`src/rtl/spram_req_ctrl.sv`:
```
// rtl/spram_req_ctrl.sv - single-port RAM request controller with registered RAM strobes
// Optional whole-RAM clear built when SPRAM_REQ_CTRL_CLEAR_EN is defined.
module spram_req_ctrl #(
  parameter int ADDR_W = 8,
  parameter int DATA_W = 4,
  parameter int RD_LAT = 1
) (
  input  logic              clk,
  input  logic              rst,
  input  logic              req_valid,
  output logic              req_ready,
  input  logic              req_wr,
  input  logic [ADDR_W-1:0] req_addr,
  input  logic [DATA_W-1:0] req_wdata,
  output logic              rsp_valid,
  input  logic              rsp_ready,
  output logic [DATA_W-1:0] rsp_rdata,
  input  logic              clr_start,
  output logic              clr_busy,
  output logic              ram_en,
  output logic              ram_wr_rd,
  output logic [ADDR_W-1:0] ram_addr,
  output logic [DATA_W-1:0] ram_din,
  input  logic [DATA_W-1:0] ram_dout
);

  typedef enum logic [1:0] {IDLE, RD_WAIT, RSP, CLEAR} state_t;

  localparam logic [1:0] LAT_LAST = 2'(RD_LAT);

  state_t            state, state_nxt;
  logic              ready_q;
  logic [1:0]        lat_cnt, lat_cnt_nxt;
  logic              rsp_valid_nxt;
  logic [DATA_W-1:0] rsp_rdata_nxt;
  logic              ram_en_nxt, ram_wr_rd_nxt;
  logic [ADDR_W-1:0] ram_addr_nxt;
  logic [DATA_W-1:0] ram_din_nxt;

`ifdef SPRAM_REQ_CTRL_CLEAR_EN
  logic [ADDR_W-1:0] clr_addr, clr_addr_nxt;
  assign clr_busy = (state == CLEAR);
`else
  logic clr_start_unused;
  assign clr_start_unused = clr_start;
  assign clr_busy         = 1'b0;
`endif

  // ready_q keeps req_ready low while reset is held and until the first edge after release
  assign req_ready = ready_q && (state == IDLE);

  always_comb begin
    state_nxt     = state;
    lat_cnt_nxt   = lat_cnt;
    rsp_valid_nxt = rsp_valid;
    rsp_rdata_nxt = rsp_rdata;
    ram_en_nxt    = 1'b0;
    ram_wr_rd_nxt = 1'b0;
    ram_addr_nxt  = '0;
    ram_din_nxt   = '0;
`ifdef SPRAM_REQ_CTRL_CLEAR_EN
    clr_addr_nxt  = clr_addr;
`endif
    case (state)
      IDLE: begin
`ifdef SPRAM_REQ_CTRL_CLEAR_EN
        if (clr_start) begin
          state_nxt     = CLEAR;
          clr_addr_nxt  = '0;
          ram_en_nxt    = 1'b1;
          ram_wr_rd_nxt = 1'b1;
        end else
`endif
        if (req_valid && req_ready) begin
          ram_en_nxt    = 1'b1;
          ram_wr_rd_nxt = req_wr;
          ram_addr_nxt  = req_addr;
          ram_din_nxt   = req_wdata;
          if (!req_wr) begin
            state_nxt   = RD_WAIT;
            lat_cnt_nxt = 2'd0;
          end
        end
      end
      RD_WAIT: begin
        if (lat_cnt == LAT_LAST) begin
          state_nxt     = RSP;
          rsp_valid_nxt = 1'b1;
          rsp_rdata_nxt = ram_dout;
        end else begin
          lat_cnt_nxt = lat_cnt + 2'd1;
        end
      end
      RSP: begin
        if (rsp_ready) begin
          state_nxt     = IDLE;
          rsp_valid_nxt = 1'b0;
        end
      end
      CLEAR: begin
`ifdef SPRAM_REQ_CTRL_CLEAR_EN
        // clr_addr tracks the address on the bus; it wraps to 0 after the last write
        if (clr_addr == {ADDR_W{1'b1}}) begin
          state_nxt    = IDLE;
          clr_addr_nxt = '0;
        end else begin
          clr_addr_nxt  = clr_addr + ADDR_W'(1);
          ram_en_nxt    = 1'b1;
          ram_wr_rd_nxt = 1'b1;
          ram_addr_nxt  = clr_addr + ADDR_W'(1);
        end
`else
        state_nxt = IDLE;
`endif
      end
      default: state_nxt = IDLE;
    endcase
  end

  always_ff @(posedge clk or negedge rst) begin
    if (!rst) begin
      state     <= IDLE;
      ready_q   <= 1'b0;
      lat_cnt   <= 2'd0;
      rsp_valid <= 1'b0;
      rsp_rdata <= '0;
      ram_en    <= 1'b0;
      ram_wr_rd <= 1'b0;
      ram_addr  <= '0;
      ram_din   <= '0;
`ifdef SPRAM_REQ_CTRL_CLEAR_EN
      clr_addr  <= '0;
`endif
    end else begin
      state     <= state_nxt;
      ready_q   <= 1'b1;
      lat_cnt   <= lat_cnt_nxt;
      rsp_valid <= rsp_valid_nxt;
      rsp_rdata <= rsp_rdata_nxt;
      ram_en    <= ram_en_nxt;
      ram_wr_rd <= ram_wr_rd_nxt;
      ram_addr  <= ram_addr_nxt;
      ram_din   <= ram_din_nxt;
`ifdef SPRAM_REQ_CTRL_CLEAR_EN
      clr_addr  <= clr_addr_nxt;
`endif
    end
  end

endmodule

```
`config.mk`:
```
export PLATFORM = sky130hd
export DESIGN_NAME = spram_req_ctrl
export DESIGN_NICKNAME = d
export VERILOG_FILES = /design/src/rtl/spram_req_ctrl.sv
export SDC_FILE = /design/constraint.sdc
export NUM_CORES = 1
export LEC_CHECK = 0
export BUFFER_PORTS_ARGS = -buffer_cell sky130_fd_sc_hd__buf_4
export CORE_MARGIN = 2
export CORE_UTILIZATION = 45
export DETAILED_ROUTE_END_ITERATION = 10
export PLACE_DENSITY = 0.78
export SLEW_MARGIN = 20
export SYNTH_ARGS = -nofsm -noshare
export SYNTH_HDL_FRONTEND = slang
export SYNTH_SLANG_ARGS = --single-unit
export TNS_END_PERCENT = 20
```
`constraint.sdc`:
```
create_clock -name clk -period 2.3 [get_ports clk]
set_input_delay 0.115 -clock clk [delete_from_list [all_inputs] [get_ports clk]]
set_output_delay 0.115 -clock clk [all_outputs]
set_load 0.01 [all_outputs]
```
==> flow_summary.ini, run 1 <==
[routing]
via_per_inst = 4.46
ant_nets = 0
drt_wl_total_mm = 1.67
drc = 0
via_count = 629
drt-wirelength-per-cell_um = 11.8
first_pass_iters = 2
initialDrtViolationCount = 4

[pwr]
clkPwrFrac = 0.156
power.density_nw_per_um2 = 1010
pwr-share-comb = 0.375
total_power_w = 0.00135
switching_share = 0.308
power.leakage_nw = 0.705
ir_drop_mv = 0.682
intPower_w = 0.000933
power_frac_seq = 0.469
switching_power_w = 0.000414

[die]
die-area_um2 = 2380
die_y_um = 48.8
core-area_um2 = 1920
die_w_um = 48.8
rows = 16
io_pins = 43
start_util = 0.471

[logic_synthesis]
synthArstFlopShare = 1.00
syn-instance-count = 64
synth_nets = 87
synth_edf_count = 0
ys_seq_area_frac = 0.664
syn_area_per_cell_um2 = 14.1
ys_warn_count = 0
synth_cell_types = 20
yosys_register_bits = 24
synthFlopType = dfrtp_1
syn_area_um2 = 905

[job]
maxCapViolCount = 0

[worst_setup_path]
arrival_ns = 1.59
worstSetupPathType = reg2reg
critPathMaxFanout = 14
cp-start-kind = flop
end_kind = flop
required_ns = 2.55

[layout]
utilization = 0.697
multi_input_area_um2 = 285
area_delta_synth_final_pct = 48.1
insertedDiodeCount = 0
n_fill_cell = 136
design_area_um2 = 1340
nets = 138
seqCellArea_um2 = 601
drive_above_1_share = 0.465

[timing]
hold_viol_final = 0
min_period_ns = 1.34
slew_viol_final = 0
slew_headroom = 0.602
setup_violations = 0
fmaxAchievable_mhz = 744
finClkSkew_ns = 0.00216
holdWs_ns = 0.00361
rsz0062_at_grt = no
fin_crit_sh = 0.585
fin_setup_tns_ns = 0
max_slew.worst_pin.slew_ns = 0.594

[worst_hold_path]
min_path_type = in2reg

[placement]
dpl_cell_area_um2 = 1220
hpwl_mm = 1.21
portBuffers = 40
gp_congestion = 0.684

[cts]
cts_sinks = 24
clock_latency_ns = 0.30
clockBufferDepth = 2
clock-root-buffer = clkbuf_4
cts_resized = 0
h-tree-depth = 1
clk_pin_slew_ns = 0.12
cts_tree = done
numCtsBuffers = 3

[global_routing]
grt_pass1_vias = 630
grt_pass1_wl_mm = 2.79
grt_max_degree = 25
antenna_found_initial = 0
grt_overflow_total = 0
grt_use_total = 0.156

[outcome]
status = finished clean
-- worst paths after layout --
kind / slack [ns] / start / depth (start not counted) / end
max: 0.96 / state[1] / 2 / ram_wr_rd
min: 0.004 / rsp_ready / 2 / state[1]
max reg2reg: 0.96 / state[1] / 2 / ram_wr_rd
min reg2reg: 0.47 / lat_cnt[0] / 1 / lat_cnt[0]
max in group asynchronous: 1.84 / rst / 2 / rsp_rdata[3]
min in group asynchronous: 0.24 / rst / 2 / rsp_rdata[1]
-- metrics by stage --
stage	std cells	setup WS, ns
2_1_floorplan	64	1.09
3_3_place_gp	129	0.991
3_5_place_dp	129	0.946
4_1_cts	134	0.906
5_1_grt	141	0.756
6_report	141	0.956
-- worst max-delay path, cell delays in order (launching register included) --
cell	delay, ns
dfrtp_1	0.52
nor3_2	0.55
and2_1	0.22
-- final cells by class --
class                      instances  share of cell area
clock buffer                       4              0.0271
inverter                           1             0.00280
multi-input combinational         37               0.213
sequential                        24               0.448
tap                               27              0.0252
timing repair buffer              48               0.284
-- kinds of logic after synthesis --
group / after synthesis / synth area share
AO/OA/AOI/OAI: 6 / 0.0470
adder cells (fa/ha/maj): 1 / 0.0138
buffers and inverters: 3 / 0.0207
AND/OR/NAND/NOR: 24 / 0.180
other: 2 / 0.00830
multiplexers: 4 / 0.0664
flip-flops: 24 / 0.664
-- registers in the layout (all words and copies together) (netlist names) --
signal and count:
state 2, rsp_rdata 4, ready_q 1, ram_addr 8, ram_wr_rd 1, rsp_valid 1
ram_din 4, lat_cnt 2, ram_en 1
-- cells in the final DEF (no fill, tap or decap) --
cell and n:
ha_1 1, a21oi_1 2, a21oi_2 1, dfrtp_1 24, o32ai_1 1, o21ai_0 1, nand2b_1 2, nor3b_1 1
and2_1 13, o21ba_2 1, nand2_4 1, nor2b_4 1, buf_4 40, clkbuf_8 1, nand2_1 2, dlygate4sd3_1 8
conb_1 2, nand4bb_1 1, clkbuf_4 3, inv_1 1, mux2_4 4, nor2_1 2, nor3_2 1
-- power groups by stage --
stage | Clock, W | Combinational (W) | Sequential [W]
2_1_floorplan | 0 | 0.000257 | 0.000665
3_3_place_gp | 0 | 0.000485 | 0.000635
3_5_place_dp | 0 | 0.000499 | 0.000641
4_1_cts | 0.000219 | 0.000504 | 0.000633
5_1_grt | 0.000246 | 0.000555 | 0.000652
6_report | 0.000210 | 0.000505 | 0.000632
-- cell usage after synthesis, drive strengths merged (2+ instances only) --
master | number | area (µm²)
dfrtp | 24 | 601
and2 | 13 | 81.3
mux2 | 4 | 60.1
a21oi | 3 | 18.8
nand2 | 3 | 18.8
buf | 2 | 15.0
conb | 2 | 7.51
nand2b | 2 | 12.5
nor2 | 2 | 7.51
-- metal layers --
layer  up-vias  GRT usage  routed length (µm)
met5         -          0                   0
met4         0     0.0524                   0
met1       306      0.192                 644
met2        18      0.258                 942
met3         0     0.0521                  79
li1        305          -                   -
-- timing repair --
item	in CTS	in global routing
buffers inserted	0	0
hold endpoints to repair	24	7
setup endpoints to repair	0	0
hold buffers	1	7
Note: power is estimated with default switching activity, not from simulation.
==> inputs of run 2 (changes only) <==
CORE_UTILIZATION = 40   (was 45)
PLACE_DENSITY = 0.73   (was 0.78)
clock period = 1.09 ns   (was 2.3 ns; I/O delays follow)
==> run 2 against run 1 <==
Effect of this change: the flow now finishes with violations (negative setup slack); final area grew 17%; critical path depth grew 3; core utilization is 2.7 points higher; total power rose to 2.6 times the previous value; largest cell class unchanged; highest routed layer is now met4.
==> flow_summary.ini, run 2 (synthesis results as in run 1) <==
[outcome]
status = finished with violations
violations = negative setup slack

[worst_setup_path]
required_ns = 1.29
cpPeakStageDelay_ns = 0.40
cp_num_buf_inv = 1
crit_slowest_cell = dfrtp_1
worstSetupPathType = reg2reg
arrival_ns = 1.47
crit_chain = inv_2 > ha_4 > nor2b_4 > nand2_4 > mux2_4
critPathMaxFanout = 5
critPathTopFamily = flip-flops
cp-start-kind = flop
end_kind = flop

[global_routing]
grt_use_total = 0.188
antenna_found_initial = 0
grt_pass1_wl_mm = 3.51
grt_pass1_vias = 781
grt_max_degree = 25
grt_overflow_total = 0

[cts]
clk_pin_slew_ns = 0.13
cts_sinks = 24
clock-root-buffer = clkbuf_4
clockBufferDepth = 2
cts_tree = done
h-tree-depth = 1
clock_latency_ns = 0.30
numCtsBuffers = 3

[placement]
hpwl_mm = 1.32
gp_congestion = 0.752
pre_cts_slack_ns = -0.203
portBuffers = 40

[pwr]
intPower_w = 0.00244
switching_power_w = 0.00102
power_frac_seq = 0.379
switching_share = 0.295
pwr-share-comb = 0.439
total_power_w = 0.00346
clkPwrFrac = 0.182
power.leakage_nw = 0.811
power.density_nw_per_um2 = 2200
ir_drop_mv = 1.29

[routing]
drt_wl_total_mm = 2.20
via_count = 738
ant_nets = 0
via_per_inst = 4.53
drt-wirelength-per-cell_um = 13.5
drc = 0
initialDrtViolationCount = 3
first_pass_iters = 4

[layout]
utilization = 0.724
largest_register_ffs = 8
area_delta_synth_final_pct = 73.7
largest-register = ram_addr
drive_above_1_share = 0.504
insertedDiodeCount = 0
top_regs = ram_addr (8), ram_din (4), rsp_rdata (4)
final_cell_mix = buf_4, dfrtp_1, dlygate4sd3_1
layout_commonest_cell = buf_4
nets = 159

[timing]
holdWs_ns = 0.0611
hold_viol_final = 0
min_period_ns = 1.26
slew_viol_final = 0
setup_violations = 8
rsz0062_at_grt = yes
fmaxAchievable_mhz = 792
finClkSkew_ns = 0.00122
layout_setup_ws_ns = -0.173
fin_crit_sh = 1.16

[die]
die-area_um2 = 2660
start_util = 0.417
die_y_um = 51.6
core-area_um2 = 2170
io_pins = 43
die_w_um = 51.6
rows = 17

[job]
maxCapViolCount = 0

[worst_hold_path]
min_path_type = in2reg
## run 2: cell count changes in the layout (fill, tap and decap cells not counted), sizes merged
cell / before / now
buf: 40 / 50
dlygate4sd3: 8 / 19
clkbuf: 4 / 3
bufinv: 0 / 1
## run 2: final timing paths
check	start	endpoint	slack [ns]	cells past startpoint
min	req_valid	state[0]	0.06	3
max in group asynchronous	rst	state[0]	0.68	2
max reg2reg	lat_cnt[1]	rsp_rdata[0]	-0.17	5
min reg2reg	rsp_rdata[2]	rsp_rdata[2]	0.53	1
min in group asynchronous	rst	rsp_rdata[1]	0.16	2
max	lat_cnt[1]	rsp_rdata[0]	-0.17	5
## run 2: area by class of cell
cell class / count / area [µm²]
repair buffers: 69 / 573
multi-input cells: 37 / 305
flip-flops and latches: 24 / 602
clock buffers: 3 / 22.5
well taps: 28 / 35.0
inverters: 1 / 3.75
fillers: 151 / 598
clock inverters: 1 / 30.0
## run 2: power by group through the flow
| stage | clock (W) | sequential (W) | combinational, W |
|---|---|---|---|
| 2_1_floorplan | 0 | 0.00140 | 0.000543 |
| 3_3_place_gp | 0 | 0.00131 | 0.00123 |
| 3_5_place_dp | 0 | 0.00132 | 0.00127 |
| 4_1_cts | 0.000650 | 0.00131 | 0.00147 |
| 5_1_grt | 0.000687 | 0.00134 | 0.00164 |
| 6_report | 0.000632 | 0.00131 | 0.00152 |
## run 2: metrics by stage
stage          setup TNS (ns)  area, µm²  cells
4_1_cts                -0.988       1560    162
3_3_place_gp           -0.753       1280    137
6_report                -1.07       1570    163
3_5_place_dp            -1.21       1280    137
5_1_grt                 -1.65       1570    163
2_1_floorplan          -0.552        905     64
## run 2: what timing repair did
| item | 4_1_cts | 5_1_grt |
|---|---|---|
| endpoints found under the setup margin | 21 | 23 |
| hold buffers | 19 | 0 |
| gates resized for setup | 7 | 1 |
| cloned | 0 | 0 |
| endpoints found under the hold margin | 42 | 0 |
| buffers inserted | 2 | 1 |
| pin swaps | 4 | 2 |
## run 2: worst min-delay path: stages
cell and delay (ns):
buf_4 0.11, nand4bb_1 0.10, a21oi_2 0.07
## run 2: routing by layer
metal | vias up | wire [µm] | GRT usage
met2 | 23 | 1290 | 0.355
met1 | 366 | 763 | 0.192
li1 | 343 | - | -
met4 | 0 | 60 | 0.0877
met5 | - | 0 | 0
met3 | 6 | 89 | 0.0460
